--- config.mk ---
export PLATFORM = sky130hd
export DESIGN_NAME = gate_chk_settle_ctr
export DESIGN_NICKNAME = d
export VERILOG_FILES = /design/src/rtl/gate_chk_settle_ctr.sv
export SDC_FILE = /design/constraint.sdc
export NUM_CORES = 1
export LEC_CHECK = 0
export CAP_MARGIN = 20
export CORE_AREA = 2 2 39 41
export DETAILED_ROUTE_END_ITERATION = 8
export DIE_AREA = 0 0 41 43
export GPL_TIMING_DRIVEN = 0
export PLACE_DENSITY = 0.3
export SLEW_MARGIN = 20
export SYNTH_ARGS = -nofsm -noshare
export SYNTH_HDL_FRONTEND = slang
export SYNTH_SLANG_ARGS = --single-unit
--- constraint.sdc ---
create_clock -name clk -period 1.1 [get_ports clk]
set_clock_uncertainty 0.2 [all_clocks]
set_input_delay 0.165 -clock clk [delete_from_list [all_inputs] [get_ports clk]]
set_output_delay 0.165 -clock clk [all_outputs]
set_load 0.1 [all_outputs]
--- src/rtl/gate_chk_settle_ctr.sv ---
// gate_chk_settle_ctr: loadable down-counter that flags its final settle cycle
module gate_chk_settle_ctr #(
  parameter int W = 2
) (
  input  logic         clk,
  input  logic         rst,
  input  logic         load,
  input  logic         dec,
  input  logic [W-1:0] load_val,
  output logic         last
);
  logic [W-1:0] cnt;
  always_ff @(posedge clk or posedge rst)
    if (rst) cnt <= '0;
    else if (load) cnt <= load_val;
    else if (dec) cnt <= cnt - 1'b1;
  assign last = cnt == W'(1);
endmodule

==> results by group <==
Critical path
  • WS Path Type: register to primary output
  • Endpoint class of the critical path: primary output
  • CP max FO: 2
  • Critical Path AT: 0.96 ns
  • Worst r2r src: cnt[0]
  • Req. time, crit path: 0.73 ns
  • CP startpoint: cnt[1]
  • Crit path launch type: register
  • R2R setup slack: -0.07 ns

Synthesis
  • Mapped Area: 106.4 um2
  • Post-synth cell types: 7
  • Area leader, netlist: dfrtp_1
  • Synth top area cells: dfrtp_1 47%, ha_1 12%, mux2i_1 9.4%
  • Cells after Synth: 11
  • Seq/Total Area, Yosys: 47.06%
  • Synth top area share: 47.06%
  • Syn Nets: 18
  • Mapped Avg Cell Area: 9.668 um2
  • Synth Warn #: 0
  • Yosys reg bits: 2

Placement
  • Placed Area: 198.9 um2
  • Buffers on Ports: 6
  • DP Cell Count: 33
  • RD Place Congestion: 0.5548

Die
  • CORE AREA: 1384 um2
  • Top-level port count: 7
  • Initial core utilization: 7.685%
  • Die X: 41 um
  • Die Y: 43 um
  • FP Rows: 14
  • Total Die Area: 1763 um2

Final layout
  • Fin area: 267.8 um2
  • Finished Layout Cells: 39
  • Number of flip-flops under the largest register name: 2
  • Regs by FF count: cnt (2)
  • Reg with most FFs: cnt
  • Area Overhead vs Synth: 151.8%
  • Fillers: 157
  • Ant diodes: 0
  • Nets@finish: 32
  • Layout cells sized above 1: 39.13%

Global routing
  • Total congestion overflow: 0
  • Initial antenna violation count: 0
  • GRT Overall Usage: 5.216%
  • Global-route wire length before repair: 489 um
  • Largest net degree at the start of global routing: 5
  • Vias in the first global route: 123

Run status
  • Outcome: finished, violations left
  • Failing checks: setup timing

Timing
  • Final worst-path cycle share: 120.0%
  • Final WS setup: -0.2202 ns
  • Worst relative slew slack: 91.21%
  • Final Hold Viols: 0
  • Tmin final: 1.320 ns
  • Fin Hold WS: 0.3071 ns
  • RSZ-0062 raised after global routing: true
  • # setup viols final: 3
  • Fmax: 757.5 MHz
  • Final Max Tran Viols: 0
  • Worst-Margin Slew: 0.1283 ns

Clock network
  • CTS tree: done
  • Root buf cell: clkbuf_4
  • Clock Latency Late Sink: 0.22 ns
  • H-Tree Depth: 1
  • Clock transition at the registers of the reported paths: 0.03 ns
  • Clk buf depth: 2
  • Clock sinks: 2
  • Num CTS Buffers: 3

Detailed routing
  • Routed WL per cell: 6.667 um
  • Initial drt markers: 4
  • Drt pass-1 iters: 2
  • Via/cell ratio: 3.000
  • Number of routed nets with antenna violations: 0
  • DRC viols: 0
  • Routed wire length: 260 um
  • Routed vias: 117

Hold path
  • Worst hold-check path type: input port to register
  • Worst hold start: load_val[0]

Power
  • Leak: 0.1186 nW
  • Final total power: 0.3951 mW
  • Pwr per Cell Area: 1476 nW/um2
  • Peak supply drop: 479.0 uV

Flow run
  • Max_cap viols: 0
==> cells in the mapped netlist, drive strengths merged <==
cell type,n
dfrtp,2
ha,1
inv,2
mux2i,1
nand2,2
o21ai,2
xnor2,1
==> critical path: stages (launching register included) <==
cell and delay, ns:
dfrtp_1 0.37, inv_2 0.07, ha_4 0.13, buf_12 0.16
==> power breakdown <==
part	leakage [nW]	internal, mW	total, mW	switching, mW
Sequential	0.0240	0.0839	0.0920	0.00808
Combinational	0.0808	0.0762	0.144	0.0682
Clock	0.0138	0.120	0.159	0.0387
==> metrics by stage <==
step / setup TNS [ns] / worst slack, ns / util, %
CTS: -0.2933 / -0.2340 / 17.99
global route: -0.5209 / -0.2708 / 19.35
finish: -0.3469 / -0.2202 / 19.35
detailed placement: -1.222 / -0.9369 / 14.38
floorplan: -0.02552 / -0.01399 / -
global placement: -1.230 / -0.9297 / 14.38
==> per-layer routing <==
layer | track usage [%] | wire (um) | vias up
met2 | 4.375 | 93 | 7
met1 | 5.449 | 129 | 50
met3 | 7.853 | 37 | 0
met4 | 4.000 | 0 | 0
met5 | 0 | 0 | -
li1 | - | - | 60
==> timing repair <==
action | in CTS | in global routing
pin swaps | 1 | 0
hold buffers | 1 | 0
gates resized for setup | 9 | 2
setup buffers | 1 | 1
endpoints found under the setup margin | 2 | 3
hold endpoints to repair | 2 | 0
==> layout by cell type, fill, tap and decap left out, drive strengths merged <==
cell type	count
buf	3
clkbuf	3
clkdlybuf4s50	5
dfrtp	2
dlygate4sd3	1
ha	1
inv	2
mux2i	1
nand2	2
o21ai	2
xnor2	1
==> logic make-up after synthesis <==
kind of cell,Yosys count,synth area share [%]
compound gates,2,9.412
xor+xnor,1,8.237
fa+ha+maj,1,11.76
buf+inv,2,7.061
flops,2,47.06
mux,1,9.412
simple gates,2,7.061
==> area by class of cell <==
class	instances	area (um2)	area share, %
Timing Repair Buffer	9	98.84	36.92
Multi-Input combinational cell	7	68.82	25.70
Sequential cell	2	50.05	18.69
Clock buffer	3	22.52	8.411
Tap cell	16	20.02	7.477
Inverter	2	7.507	2.804
==> final timing paths <==
path | end | cells past startpoint
worst max-delay path | last | 3
worst min-delay path | cnt[0] | 3
worst max register to register | cnt[0] | 4
worst min register to register | cnt[1] | 2
max in group asynchronous | cnt[1] | 3
min in group asynchronous | cnt[0] | 3
Note: power is estimated with default switching activity, not from simulation.
